`config.mk`:
```
export PLATFORM = sky130hd
export DESIGN_NAME = mem_access_unit
export DESIGN_NICKNAME = d
export VERILOG_FILES = /design/src/rtl/mem_access_unit.sv
export SDC_FILE = /design/constraint.sdc
export NUM_CORES = 1
export LEC_CHECK = 0
export ABC_AREA = 0
export CAP_MARGIN = 20
export CORE_AREA = 3 3 112 114
export DETAILED_ROUTE_END_ITERATION = 12
export DIE_AREA = 0 0 115 117
export PLACE_DENSITY_LB_ADDON = 0.08
export SLEW_MARGIN = 20
export SYNTH_ARGS = -nofsm -noshare
export SYNTH_HDL_FRONTEND = slang
export SYNTH_SLANG_ARGS = --single-unit
```
`constraint.sdc`:
```
create_clock -name iCPU_Clk -period 3.16 [get_ports iCPU_Clk]
set_clock_uncertainty 0.2 [all_clocks]
set_input_delay 0.948 -clock iCPU_Clk [delete_from_list [all_inputs] [get_ports iCPU_Clk]]
set_output_delay 0.948 -clock iCPU_Clk [all_outputs]
set_load 0.02 [all_outputs]
```
`src/rtl/mem_access_unit.sv`:
```
`default_nettype none
// ============================================================================
// Module   : mem_access_unit
// Purpose  : Load/store access unit between the MEM pipeline stage and the
//            data memory port. Decodes and checks the request, aligns store
//            data, generates byte enables, runs a ready handshake with a
//            bounded wait and returns sign/zero-extended load data.
// Ports    : iCPU_Clk/iCPU_Reset  - clock, async active-low reset
//            iReq/iWE/iFunct3/iAddr/iWData - request from the MEM stage
//            oStall/oDone/oRData/oFault    - pipeline side results
//            oAB/oWriteData/oByteEn/oRD/oWR, iMemReady/iReadData - memory
// Revision : 1.0 - initial release
// ============================================================================
module mem_access_unit #(
    parameter int DATAWIDTH = 32,
    parameter int ADDRWIDTH = 32,
    parameter int TIMEOUT   = 16
) (
    input  logic                 iCPU_Clk,
    input  logic                 iCPU_Reset,
    input  logic                 iReq,
    input  logic                 iWE,
    input  logic [2:0]           iFunct3,
    input  logic [ADDRWIDTH-1:0] iAddr,
    input  logic [DATAWIDTH-1:0] iWData,
    output logic                 oStall,
    output logic                 oDone,
    output logic [DATAWIDTH-1:0] oRData,
    output logic [1:0]           oFault,
    output logic [ADDRWIDTH-1:0] oAB,
    output logic [DATAWIDTH-1:0] oWriteData,
    output logic [3:0]           oByteEn,
    output logic                 oRD,
    output logic                 oWR,
    input  logic                 iMemReady,
    input  logic [DATAWIDTH-1:0] iReadData
);

    typedef enum logic [1:0] {
        S_IDLE   = 2'd0,
        S_ACCESS = 2'd1,
        S_RESP   = 2'd2
    } state_t;

    localparam logic [7:0] c_wait_last = 8'(TIMEOUT - 1);
    localparam logic [1:0] c_flt_none  = 2'b00;
    localparam logic [1:0] c_flt_align = 2'b01;
    localparam logic [1:0] c_flt_tmo   = 2'b10;
    localparam logic [1:0] c_flt_f3    = 2'b11;

    state_t                 r_state;
    state_t                 w_next;
    logic                   r_we;
    logic [2:0]             r_funct3;
    logic [1:0]             r_lane;
    logic [3:0]             r_be;
    logic [ADDRWIDTH-1:0]   r_ab;
    logic [DATAWIDTH-1:0]   r_wdata;
    logic [DATAWIDTH-1:0]   r_rdata;
    logic [1:0]             r_fault;
    logic [7:0]             r_wait;

    logic                   w_illegal;
    logic                   w_misaligned;
    logic [1:0]             w_req_fault;
    logic [3:0]             w_be;
    logic [DATAWIDTH-1:0]   w_wdata;
    logic [DATAWIDTH-1:0]   w_shifted;
    logic [DATAWIDTH-1:0]   w_load_data;
    logic                   w_timeout;

    // ------------------------------------------------------------------
    // Request decode (from the live request, used only in IDLE)
    // funct3[1:0] is the access size: 00 byte, 01 half, 10 word.
    // ------------------------------------------------------------------
    always_comb begin
        w_illegal = (iFunct3[1:0] == 2'b11);
        if (iWE) begin
            w_illegal = w_illegal | iFunct3[2];
        end else begin
            w_illegal = w_illegal | (iFunct3 == 3'b110);
        end
        w_misaligned = ((iFunct3[1:0] == 2'b01) & iAddr[0]) |
                       ((iFunct3[1:0] == 2'b10) & (|iAddr[1:0]));
        if (w_illegal) begin
            w_req_fault = c_flt_f3;
        end else if (w_misaligned) begin
            w_req_fault = c_flt_align;
        end else begin
            w_req_fault = c_flt_none;
        end
    end

    always_comb begin
        w_be    = 4'b1111;
        w_wdata = iWData;
        case (iFunct3[1:0])
            2'b00: begin
                w_be    = 4'b0001 << iAddr[1:0];
                w_wdata = {4{iWData[7:0]}};
            end
            2'b01: begin
                w_be    = 4'b0011 << iAddr[1:0];
                w_wdata = {2{iWData[15:0]}};
            end
            default: begin
                w_be    = 4'b1111;
                w_wdata = iWData;
            end
        endcase
    end

    // Load lane extraction: move the addressed lane down to bit 0 first.
    always_comb begin
        w_shifted = iReadData >> {r_lane, 3'b000};
        case (r_funct3)
            3'b000:  w_load_data = {{24{w_shifted[7]}},  w_shifted[7:0]};
            3'b001:  w_load_data = {{16{w_shifted[15]}}, w_shifted[15:0]};
            3'b100:  w_load_data = {24'd0, w_shifted[7:0]};
            3'b101:  w_load_data = {16'd0, w_shifted[15:0]};
            default: w_load_data = iReadData;
        endcase
    end

    assign w_timeout = (r_wait == c_wait_last);

    // ------------------------------------------------------------------
    // FSM
    // ------------------------------------------------------------------
    always_comb begin
        w_next = r_state;
        case (r_state)
            S_IDLE:   if (iReq) w_next = (w_req_fault == c_flt_none) ? S_ACCESS : S_RESP;
            S_ACCESS: if (iMemReady || w_timeout) w_next = S_RESP;
            S_RESP:   w_next = S_IDLE;
            default:  w_next = S_IDLE;
        endcase
    end

    always_ff @(posedge iCPU_Clk or negedge iCPU_Reset) begin
        if (!iCPU_Reset) begin
            r_state  <= S_IDLE;
            r_we     <= 1'b0;
            r_funct3 <= 3'd0;
            r_lane   <= 2'd0;
            r_be     <= 4'd0;
            r_ab     <= '0;
            r_wdata  <= '0;
            r_rdata  <= '0;
            r_fault  <= c_flt_none;
            r_wait   <= 8'd0;
        end else begin
            r_state <= w_next;
            case (r_state)
                S_IDLE: begin
                    r_wait <= 8'd0;
                    if (iReq) begin
                        r_we     <= iWE;
                        r_funct3 <= iFunct3;
                        r_lane   <= iAddr[1:0];
                        r_be     <= w_be;
                        r_ab     <= {iAddr[ADDRWIDTH-1:2], 2'b00};
                        r_wdata  <= w_wdata;
                        r_fault  <= w_req_fault;
                        r_rdata  <= '0;
                    end
                end
                S_ACCESS: begin
                    if (iMemReady) begin
                        r_rdata <= r_we ? '0 : w_load_data;
                        r_fault <= c_flt_none;
                    end else if (w_timeout) begin
                        // Store counts as not performed; no data returned.
                        r_rdata <= '0;
                        r_fault <= c_flt_tmo;
                    end else begin
                        r_wait <= r_wait + 8'd1;
                    end
                end
                default: ;
            endcase
        end
    end

    // ------------------------------------------------------------------
    // Outputs
    // ------------------------------------------------------------------
    assign oStall     = iReq & (r_state != S_RESP);
    assign oDone      = (r_state == S_RESP);
    assign oRD        = (r_state == S_ACCESS) & ~r_we;
    assign oWR        = (r_state == S_ACCESS) &  r_we;
    assign oByteEn    = (r_state == S_ACCESS) ? r_be : 4'b0000;
    assign oAB        = r_ab;
    assign oWriteData = r_wdata;
    assign oRData     = r_rdata;
    assign oFault     = r_fault;

endmodule
`default_nettype wire

```
==> flow_summary.json <==
{
  "run_status": "finished clean",
  "antenna_found_initial": 0,
  "start_util_pct": 48.0,
  "drv_cap": 0,
  "yosys_warnings": 0,
  "p_per_area_nw_per_um2": 784,
  "vias_per_cell": 5.29,
  "setup_viol": 0,
  "yosys-top-cells-area": "dfrtp_1 53%, nand2_1 13%, mux2i_1 6.7%",
  "whs_ns": 0.265,
  "synth_edf_count": 0,
  "drive_gt1_share_pct": 6.85,
  "grt-ovfl-total": 0,
  "fp.dieW_um": 115,
  "die-area_um2": 13500,
  "cts_hold_buf": 0,
  "fin_nets": 910,
  "diodes": 0,
  "place_ws_ns": -0.188,
  "power.total_mw": 6.58,
  "synth_area_um2": 5520,
  "rr_worst_depth": 5,
  "postRouteAntennaNets": 0,
  "syn_inst": 604,
  "first_iter_violations": 334,
  "ys_types": 53,
  "grt_pass1_wl_um": 25900,
  "p_leak_nw": 3.79,
  "cts_buffers": 17,
  "ys_ff_latch": 116,
  "num_rows": 39,
  "clockBufferDepth": 2,
  "post_drt_wl_per_cell_um": 16.7,
  "clkLatencyLatePin_ns": 0.41,
  "pin_count": 210,
  "relSlewSlack_pct": 51.4,
  "cts.clk_slew.worst_paths_ns": 0.05,
  "final_util_pct": 72.8,
  "setup_slack_ns": 0.0909,
  "startpoint_type": "input pin",
  "fin_setup_tns_ns": 0,
  "fillerInstances": 860,
  "seq_area_frac_synth_pct": 52.6,
  "synth_area_leader_cell": "dfrtp_1",
  "fin_crit_sh_pct": 97.1,
  "min_path_type": "flip-flop to flip-flop",
  "regToRegSetupSlack_ns": 0.73,
  "cts_tree": "done",
  "grt_pass1_vias": 5252,
  "die-height_um": 117,
  "synthArstFlopShare_pct": 100,
  "cts-root-buf": "clkbuf_16",
  "cts_sinks": 116,
  "finalHoldViolCount": 0,
  "period_needed_ns": 3.07,
  "wl_um": 16000,
  "syn_avg_cell_area_um2": 9.14,
  "synthToLayoutAreaGrowth_pct": 51.9,
  "synthFlopType": "dfrtp_1",
  "drc": 0,
  "peakVddDrop_v": 0.000451,
  "grt_start_max_net_pins": 94,
  "yosysTopAreaCellShare_pct": 52.6,
  "core-area_um2": 11500,
  "numPortBuffers": 207,
  "worst_pin_slew_ns": 0.730,
  "vias": 5088,
  "criticalPathCategory": "input pin to output pin",
  "arrival_ns": 1.92,
  "first_pass_iters": 5,
  "place_congestion": 0.858,
  "cp-end-kind": "output pin",
  "hold_path_depth": 2,
  "slew_viol_final": 0,
  "max_freq_ghz": 0.326,
  "required_ns": 2.01,
  "post_cts_buffers": 0,
  "path_max_fanout": 2,
  "rsz0062_at_grt": "no",
  "htree_num_levels": 4,
  "hpwl_um": 11500,
  "track_usage_pct": 24.3
}
-- critical path, cell delays in order --
cell and delay [ns]:
clkdlybuf4s50_1 0.49, nor2b_1 0.14, dlygate4sd2_1 0.35
-- final timing paths --
check	start	end
min in group asynchronous	iCPU_Reset	r_wait[5]
hold reg to reg	r_be[2]	r_be[2]
setup reg to reg	r_lane[0]	oRData[23]
setup / recovery	iReq	oStall
hold / removal	r_be[2]	r_be[2]
max in group asynchronous	iCPU_Reset	oAB[15]
-- state kept, by name, summed over array words and instances, names as in the netlist --
signal,count
oFault,2
r_lane,2
r_wait,8
r_state,2
r_we,1
oRData,32
oAB,30
oWriteData,32
r_be,4
r_funct3,3
-- metrics by stage --
stage	cell area [µm²]	instances
floorplan	5530	605
global placement	7770	929
detailed placement	7770	929
CTS	8380	961
global route	8390	961
finish	8390	961
-- final cells by class --
| type | count | area, µm² | area share, % |
|---|---|---|---|
| repair buffers | 221 | 2240 | 26.7 |
| well taps | 143 | 179 | 2.13 |
| clock buffers | 23 | 488 | 5.82 |
| inverters | 15 | 56.3 | 0.671 |
| clock inverters | 9 | 125 | 1.49 |
| multi-input cells | 434 | 2390 | 28.6 |
| flip-flops and latches | 116 | 2900 | 34.6 |
-- kinds of logic (layout without fill, tap and decap cells) --
| logic type | after synthesis | in the layout | share of synthesized area, % |
|---|---|---|---|
| AND/OR/NAND/NOR | 271 | 271 | 20.9 |
| AO/OA/AOI/OAI | 121 | 121 | 14.9 |
| flip-flops | 116 | 116 | 52.6 |
| buffers and inverters | 55 | 268 | 4.26 |
| multiplexers | 38 | 38 | 6.91 |
| adder cells (fa/ha/maj) | 1 | 1 | 0.227 |
| other | 1 | 2 | 0.0679 |
| XOR/XNOR | 1 | 1 | 0.159 |
-- per-layer routing --
layer | track usage, % | part of all wire, % | vias to the layer above
met3 | 8.07 | 7.4 | 26
met4 | 9.00 | 1.5 | 0
li1 | - | - | 2456
met2 | 41.4 | 50 | 172
met5 | 0 | 0 | -
met1 | 28.8 | 41 | 2434
-- cell usage after synthesis, types with 2 or more instances --
| library cell | instances |
|---|---|
| buf_6 | 2 |
| mux2i_1 | 37 |
| buf_1 | 3 |
| o221ai_1 | 2 |
| nor2_1 | 35 |
| nand2b_1 | 8 |
| dfrtp_1 | 116 |
| o21ai_0 | 48 |
| o2111ai_1 | 6 |
| nand3_1 | 2 |
| nor3_1 | 2 |
| a21oi_1 | 19 |
| o21bai_1 | 2 |
| buf_4 | 2 |
| or3_1 | 2 |
| nor4_1 | 2 |
| o2bb2ai_1 | 7 |
| a221o_1 | 16 |
| o211ai_1 | 2 |
| nand3b_1 | 3 |
| buf_2 | 4 |
| a32o_1 | 2 |
| a22oi_1 | 2 |
| clkbuf_1 | 28 |
| nand2_1 | 190 |
| and2_1 | 13 |
| o31ai_1 | 2 |
| nor2b_1 | 5 |
| inv_1 | 15 |
| a31oi_1 | 4 |
-- timing repair --
| item | 4_1_cts | 5_1_grt |
|---|---|---|
| hold endpoints to repair | 0 | 0 |
| setup endpoints to repair | 1 | 6 |
| resized for setup | 1 | 3 |
-- cells in the final DEF, fill, tap and decap left out, types with 3 or more instances in the layout --
master / n
nand3b_1: 3
and2_1: 12
o2bb2ai_1: 7
a21oi_1: 19
o21ai_0: 48
inv_1: 15
clkbuf_16: 17
mux2i_1: 37
clkinv_2: 4
bufinv_16: 3
o2111ai_1: 6
nand2b_1: 8
a31oi_1: 4
dfrtp_1: 116
clkdlybuf4s50_1: 203
clkbuf_8: 4
nor2b_1: 4
buf_4: 10
nor2_1: 35
buf_12: 5
a221o_1: 16
nand2_1: 189
-- report_power, final --
group	internal [mW]	total (mW)	switching [mW]
sequential	1.90	2.22	0.319
combinational	1.10	2.38	1.28
clock	1.32	1.98	0.659
total	4.32	6.58	2.25
Note: power is estimated with default switching activity, not from simulation.
